File: src/rtl/fp_result_packer_if.sv
// Valid/ready streams between the FP adder result and the packer.
// Master drives results in and takes packed words out.
interface fp_result_packer_if;
  logic        in_valid;
  logic        in_ready;
  logic        mode_fp;
  logic        res_sign;
  logic [7:0]  res_exp;
  logic [22:0] res_mant;
  logic        res_ovf;
  logic        res_unf;
  logic        res_inx;
  logic        out_valid;
  logic        out_ready;
  logic [31:0] out_data;
  logic        out_ovf;
  logic        out_unf;
  logic        out_inx;

  modport master (
    output in_valid, mode_fp, res_sign,
    output res_exp, res_mant,
    output res_ovf, res_unf, res_inx,
    output out_ready,
    input  in_ready, out_valid, out_data,
    input  out_ovf, out_unf, out_inx
  );

  modport slave (
    input  in_valid, mode_fp, res_sign,
    input  res_exp, res_mant,
    input  res_ovf, res_unf, res_inx,
    input  out_ready,
    output in_ready, out_valid, out_data,
    output out_ovf, out_unf, out_inx
  );
endinterface

File: src/rtl/fp_result_packer.sv
// FP result packer: SP/HP IEEE-754 packing, 2-entry skid, sticky flags.
// FP_PACK_NAN_EN: exp==255 with nonzero mantissa packs as quiet NaN.
module fp_result_packer #(
  parameter bit HP_ROUND = 1'b1
) (
  input  logic clk,
  input  logic rst,
  fp_result_packer_if.slave bus,
  input  logic clr_flags,
  output logic sticky_ovf,
  output logic sticky_unf,
  output logic sticky_inx
);

  typedef struct packed {
    logic [31:0] data;
    logic        ovf;
    logic        unf;
    logic        inx;
  } word_t;

  word_t       pk;
  word_t       mem [2];
  logic        rd_ptr;
  logic        wr_ptr;
  logic [1:0]  count;
  logic [1:0]  count_nxt;
  logic        in_ready_q;
  logic        push;
  logic        pop;
  logic [2:0]  sticky;
  logic        g;
  logic        s;
  logic        inc;
  logic [10:0] m11;
  logic [5:0]  e6;

  logic        sg;
  logic [7:0]  ex;
  logic [22:0] mt;
  assign sg = bus.res_sign;
  assign ex = bus.res_exp;
  assign mt = bus.res_mant;

  always_comb begin
    g   = mt[12];
    s   = |mt[11:0];
    inc = HP_ROUND & g & (s | mt[13]);
    m11 = {1'b0, mt[22:13]} + {10'd0, inc};
    // low 5 bits of exp-112 are exact over 113..142
    e6  = {1'b0, ex[4:0] - 5'd16}
        + {5'd0, m11[10]};
    pk      = '0;
    pk.ovf  = bus.res_ovf;
    pk.unf  = bus.res_unf;
    pk.inx  = bus.res_inx;
    if (bus.mode_fp) begin
      pk.data = {sg, ex, mt};
      if (ex == 8'hFF) begin
`ifdef FP_PACK_NAN_EN
        if (|mt) begin
          pk.data = {sg, 8'hFF, mt | 23'h400000};
          pk.ovf  = 1'b0;
        end else begin
          pk.data = {sg, 8'hFF, 23'd0};
        end
`else
        pk.data = {sg, 8'hFF, 23'd0};
`endif
      end
    end else if (ex == 8'd0) begin
      pk.data = {16'd0, sg, 15'd0};
`ifdef FP_PACK_NAN_EN
    end else if (ex == 8'hFF && |mt) begin
      pk.data = {16'd0, sg, 5'h1F, 10'h200};
      pk.ovf  = 1'b0;
`endif
    end else if (ex == 8'hFF || bus.res_ovf) begin
      pk.data = {16'd0, sg, 5'h1F, 10'd0};
      pk.ovf  = 1'b1;
    end else if (ex <= 8'd112) begin
      pk.data = {16'd0, sg, 15'd0};
      pk.unf  = 1'b1;
      pk.inx  = 1'b1;
    end else if (ex >= 8'd143) begin
      pk.data = {16'd0, sg, 5'h1F, 10'd0};
      pk.ovf  = 1'b1;
      pk.inx  = 1'b1;
    end else begin
      pk.inx = bus.res_inx | g | s;
      if (e6 == 6'd31) begin
        pk.data = {16'd0, sg, 5'h1F, 10'd0};
        pk.ovf  = 1'b1;
      end else begin
        pk.data = {16'd0, sg, e6[4:0], m11[9:0]};
      end
    end
  end

  assign push = bus.in_valid & in_ready_q;
  assign pop  = (count != 2'd0) & bus.out_ready;

  always_comb begin
    count_nxt = count;
    if (push & ~pop)
      count_nxt = count + 2'd1;
    else if (pop & ~push)
      count_nxt = count - 2'd1;
  end

  always_ff @(posedge clk or negedge rst) begin
    if (!rst) begin
      mem[0]     <= '0;
      mem[1]     <= '0;
      rd_ptr     <= 1'b0;
      wr_ptr     <= 1'b0;
      count      <= 2'd0;
      in_ready_q <= 1'b1;
      sticky     <= 3'd0;
    end else begin
      if (push) begin
        mem[wr_ptr] <= pk;
        wr_ptr      <= ~wr_ptr;
      end
      if (pop)
        rd_ptr <= ~rd_ptr;
      count      <= count_nxt;
      in_ready_q <= (count_nxt != 2'd2);
      // clear first so a same-cycle word still lands
      if (clr_flags)
        sticky <= push ? {pk.ovf, pk.unf, pk.inx}
                       : 3'd0;
      else if (push)
        sticky <= sticky
                | {pk.ovf, pk.unf, pk.inx};
    end
  end

  assign bus.in_ready  = in_ready_q;
  assign bus.out_valid = (count != 2'd0);
  assign bus.out_data  = mem[rd_ptr].data;
  assign bus.out_ovf   = mem[rd_ptr].ovf;
  assign bus.out_unf   = mem[rd_ptr].unf;
  assign bus.out_inx   = mem[rd_ptr].inx;

  assign sticky_ovf = sticky[2];
  assign sticky_unf = sticky[1];
  assign sticky_inx = sticky[0];

endmodule

File: src/flat_wrapper.sv
// flat-port wrapper written by rule: the top's interface ports become plain ports
module fp_result_packer_flat 
#(
  parameter bit HP_ROUND = 1'b1
)
  (clk, rst, clr_flags, sticky_ovf, sticky_unf, sticky_inx, bus_in_valid, bus_mode_fp, bus_res_sign, bus_res_exp, bus_res_mant, bus_res_ovf, bus_res_unf, bus_res_inx, bus_out_ready, bus_in_ready, bus_out_valid, bus_out_data, bus_out_ovf, bus_out_unf, bus_out_inx);
  fp_result_packer_if bus_i ();
  input  logic clk;
  input  logic rst;
  input  logic clr_flags;
  output logic sticky_ovf;
  output logic sticky_unf;
  output logic sticky_inx;
  input wire logic [$bits(bus_i.in_valid)-1:0] bus_in_valid;
  input wire logic [$bits(bus_i.mode_fp)-1:0] bus_mode_fp;
  input wire logic [$bits(bus_i.res_sign)-1:0] bus_res_sign;
  input wire logic [$bits(bus_i.res_exp)-1:0] bus_res_exp;
  input wire logic [$bits(bus_i.res_mant)-1:0] bus_res_mant;
  input wire logic [$bits(bus_i.res_ovf)-1:0] bus_res_ovf;
  input wire logic [$bits(bus_i.res_unf)-1:0] bus_res_unf;
  input wire logic [$bits(bus_i.res_inx)-1:0] bus_res_inx;
  input wire logic [$bits(bus_i.out_ready)-1:0] bus_out_ready;
  output wire logic [$bits(bus_i.in_ready)-1:0] bus_in_ready;
  output wire logic [$bits(bus_i.out_valid)-1:0] bus_out_valid;
  output wire logic [$bits(bus_i.out_data)-1:0] bus_out_data;
  output wire logic [$bits(bus_i.out_ovf)-1:0] bus_out_ovf;
  output wire logic [$bits(bus_i.out_unf)-1:0] bus_out_unf;
  output wire logic [$bits(bus_i.out_inx)-1:0] bus_out_inx;
  assign bus_i.in_valid = bus_in_valid;
  assign bus_i.mode_fp = bus_mode_fp;
  assign bus_i.res_sign = bus_res_sign;
  assign bus_i.res_exp = bus_res_exp;
  assign bus_i.res_mant = bus_res_mant;
  assign bus_i.res_ovf = bus_res_ovf;
  assign bus_i.res_unf = bus_res_unf;
  assign bus_i.res_inx = bus_res_inx;
  assign bus_i.out_ready = bus_out_ready;
  assign bus_in_ready = bus_i.in_ready;
  assign bus_out_valid = bus_i.out_valid;
  assign bus_out_data = bus_i.out_data;
  assign bus_out_ovf = bus_i.out_ovf;
  assign bus_out_unf = bus_i.out_unf;
  assign bus_out_inx = bus_i.out_inx;
  fp_result_packer #(.HP_ROUND(HP_ROUND)) u_core (.clk(clk), .rst(rst), .bus(bus_i), .clr_flags(clr_flags), .sticky_ovf(sticky_ovf), .sticky_unf(sticky_unf), .sticky_inx(sticky_inx));
endmodule
File: config.mk
export PLATFORM = sky130hd
export DESIGN_NAME = fp_result_packer_flat
export DESIGN_NICKNAME = d
export VERILOG_FILES = /design/src/rtl/fp_result_packer_if.sv /design/src/rtl/fp_result_packer.sv /design/src/flat_wrapper.sv
export SDC_FILE = /design/constraint.sdc
export NUM_CORES = 1
export LEC_CHECK = 0
export CORE_MARGIN = 4
export CORE_UTILIZATION = 39
export CTS_CLUSTER_SIZE = 28
export DETAILED_ROUTE_END_ITERATION = 10
export PLACE_DENSITY = 0.67
export SLEW_MARGIN = 20
export SYNTH_ARGS = -nofsm -noshare
export SYNTH_HDL_FRONTEND = slang
export SYNTH_SLANG_ARGS = --single-unit
File: constraint.sdc
create_clock -name clk -period 3.14 [get_ports clk]
set_input_delay 0.314 -clock clk [delete_from_list [all_inputs] [get_ports clk]]
set_output_delay 0.314 -clock clk [all_outputs]
set_load 0.05 [all_outputs]
==> flow_summary.ini <==
[outcome]
outcome = complete, but fails checks
violations = negative hold slack

[floorplan]
ios = 81
dieHeight_um = 109
die_area_um2 = 11800
die_w_um = 109
start_util = 0.404
design.core.area_um2 = 9820
row_count = 36

[logic_synthesis]
ys.warnings.count = 0
synth_area_um2 = 3970
ys_types = 42
synth_edf_count = 0
synth_flop_cell = dfrtp_1
avgSynthCellArea_um2 = 9.27
yosysSeqAreaShare = 0.492
ys_ff_latch = 78
synthArstFlopShare = 1.00
postSynthCellCount = 428
syn-num-nets = 473

[setup_path]
cp_slowest_cell = or4_1
critical_path.top_delay_family = simple AND/OR/NAND/NOR gates
worst_ep_required_time_ns = 3.41
cp_slowest_stage_delay_ns = 0.46
worstPathMaxFanout = 11
start_kind = input pin
crit_arrival_ns = 3.24
worst-setup-path-type = in -> reg
crit_path_cell_trace = clkdlybuf4s50_1, and2_1, ha_1, nand4_1, nor2_1, and3_1, ha_1, ha_1, nand3b_1, or4_1, o211a_1, o2bb2ai_1, o21ai_0
crit_top_cell = ha_1
crit_buf_inv = 1
crit_path_end_kind = register

[clock_tree]
cts.sinks = 78
post-cts-setup-buffers = 0
post_cts_resized = 0
path_clk_slew_ns = 0.08
clock_path_buffers = 2
cts_root_buffer = clkbuf_8
cts_buffers = 9
clk_latency_ns = 0.35
cts_tree = done
htreeDepth = 3
hold_buffers = 0

[sta]
finalCriticalPeriod_ns = 2.97
min_period_over_period = 0.947
fin_setup_tns_ns = 0
fmax_mhz = 336
fin_skew_ns = 0.00906
tightestPinTransition_ns = 0.765
max_slew_margin = 0.490
setup_ws_ns = 0.167
hold_viol = 21
drv_slew = 0
setup-violations-final = 0
whs_ns = -0.0353
rsz0062_at_grt = false

[pwr]
powerDensity_nw_per_um2 = 1080
p_leak_nw = 2.22
ir_drop_v = 0.000603
finalPower_mw = 5.63

[layout]
drive_gt1_frac = 0.154
nets = 559
final_util = 0.530
fillers = 971
register_area_um2 = 1950
layoutNonFillerInstCount = 652
area_delta_synth_final_pct = 31.1
multi_input_area_um2 = 1870
antenna_cells = 0

[detailed_routing]
avgRoutedWirePerCell_um = 15.8
drtIter0Drc = 200
postRouteAntennaNets = 0
wl_um = 10300
vias_per_cell = 5.27
first_pass_iters = 5
vias = 3438
drc_errors = 0

[global_routing]
grt_usage = 0.184
grt_pass1_wl_um = 17000
antenna_found_initial = 0
grt_max_degree = 79
grt_pass1_vias = 3433
gr-total-overflow = 0

[hold_path]
hold_class = in -> async

[placement]
dp_hpwl_um = 7490
dp_slack_ns = -0.185
gp_congestion = 0.871
dp.cells = 636
io_buffers = 80

[flow_run]
cap_viol_max_count = 0
cell type report:
cell class / count / share of cell area
Tap cell: 133 / 0.0320
Timing Repair Buffer: 100 / 0.183
Inverter: 12 / 0.00866
Clock buffer: 10 / 0.0245
Sequential cell: 78 / 0.376
Clock inverter: 6 / 0.0166
Multi-Input combinational cell: 313 / 0.360
power by group:
group          switching (mW)  internal (mW)
clock                   0.368          0.446
sequential              0.221           1.45
combinational            1.99           1.15
metrics by stage:
step	instance area [um^2]	hold WS (ns)
floorplan	3970	0.0184
global placement	4980	0.456
detailed placement	4980	0.465
CTS	5200	0.154
global route	5200	0.0349
finish	5200	-0.0353
routing by layer:
layer,up-vias,share of wire,track usage,wire length [um]
li1,1675,-,-,-
met1,1675,0.44,0.240,4540
met2,77,0.50,0.306,5180
met3,11,0.047,0.0450,487
met4,0,0.012,0.0523,119
met5,-,0,0,0
flip-flops by register name (all words and copies together), names as in the netlist:
| register | count |
|---|---|
| u_core.bus.in_ready | 1 |
| u_core.mem | 70 |
| u_core.wr_ptr | 1 |
| u_core.sticky | 3 |
| u_core.count | 2 |
| u_core.rd_ptr | 1 |
placed cells by master, fill, tap and decap left out, types with 2 or more instances in the layout:
cell and count:
buf_4 21, o21ai_1 2, nor3_1 2, dfrtp_1 77, ha_1 4, xnor2_1 6, or4_1 2, xor2_1 7
a31oi_2 2, mux2_2 36, clkbuf_8 9, a211o_1 2, nor4_1 5, clkinv_2 2, nor2_1 34, o22ai_1 3
o21ai_0 46, nand2_1 76, nor2b_1 3, a21oi_1 15, nand3_1 20, bufinv_16 2, and3_1 4, inv_1 12
a211oi_1 2, a22oi_1 3, a31oi_1 23, clkdlybuf4s50_1 78, or3_4 2
cells by family (layout without fill, tap and decap cells):
logic type	count (synthesis)	in the layout	synth area share
compound gates	104	104	0.153
xor+xnor	13	13	0.0287
fa+ha+maj	4	4	0.0126
buf+inv	37	128	0.0369
flops	78	78	0.492
mux	36	36	0.102
simple gates	156	156	0.174
path summary, 6_finish.rpt:
check	from	to	slack, ns	depth (start not counted)
min in group clk	u_core.mem[34]	u_core.mem[34]	0.47	2
max in group asynchronous	rst	u_core.mem[52]	2.66	1
worst max register to register	u_core.bus.in_ready	u_core.mem[64]	1.29	4
worst min-delay path	rst	u_core.mem[40]	-0.04	1
worst min register to register	u_core.mem[34]	u_core.mem[34]	0.47	2
worst max-delay path	bus_res_mant[13]	u_core.mem[2]	0.17	13
cells in the mapped netlist, types with 2 or more instances:
cell      number  area [um^2]
o21ai_1        2         10.0
xnor2_1        6         52.6
nor2b_1        3         18.8
a21oi_1       15         75.1
nand3_1       20          100
o22ai_1        3         18.8
mux2_2        36          405
a22oi_1        3         22.5
and3_1         4         25.0
or3_4          2         22.5
inv_1         12         45.0
a31oi_1       24          150
ha_1           4         50.1
nor2_1        34          128
xor2_1         7         61.3
or4_1          2         15.0
nor3_1         2         10.0
o21ai_0       46          230
clkbuf_1      23         86.3
dfrtp_1       77         1930
a211o_1        2         17.5
nor4_1         5         31.3
nand2_1       76          285
a211oi_1       2         15.0
Power figures use the tool's default switching activity.
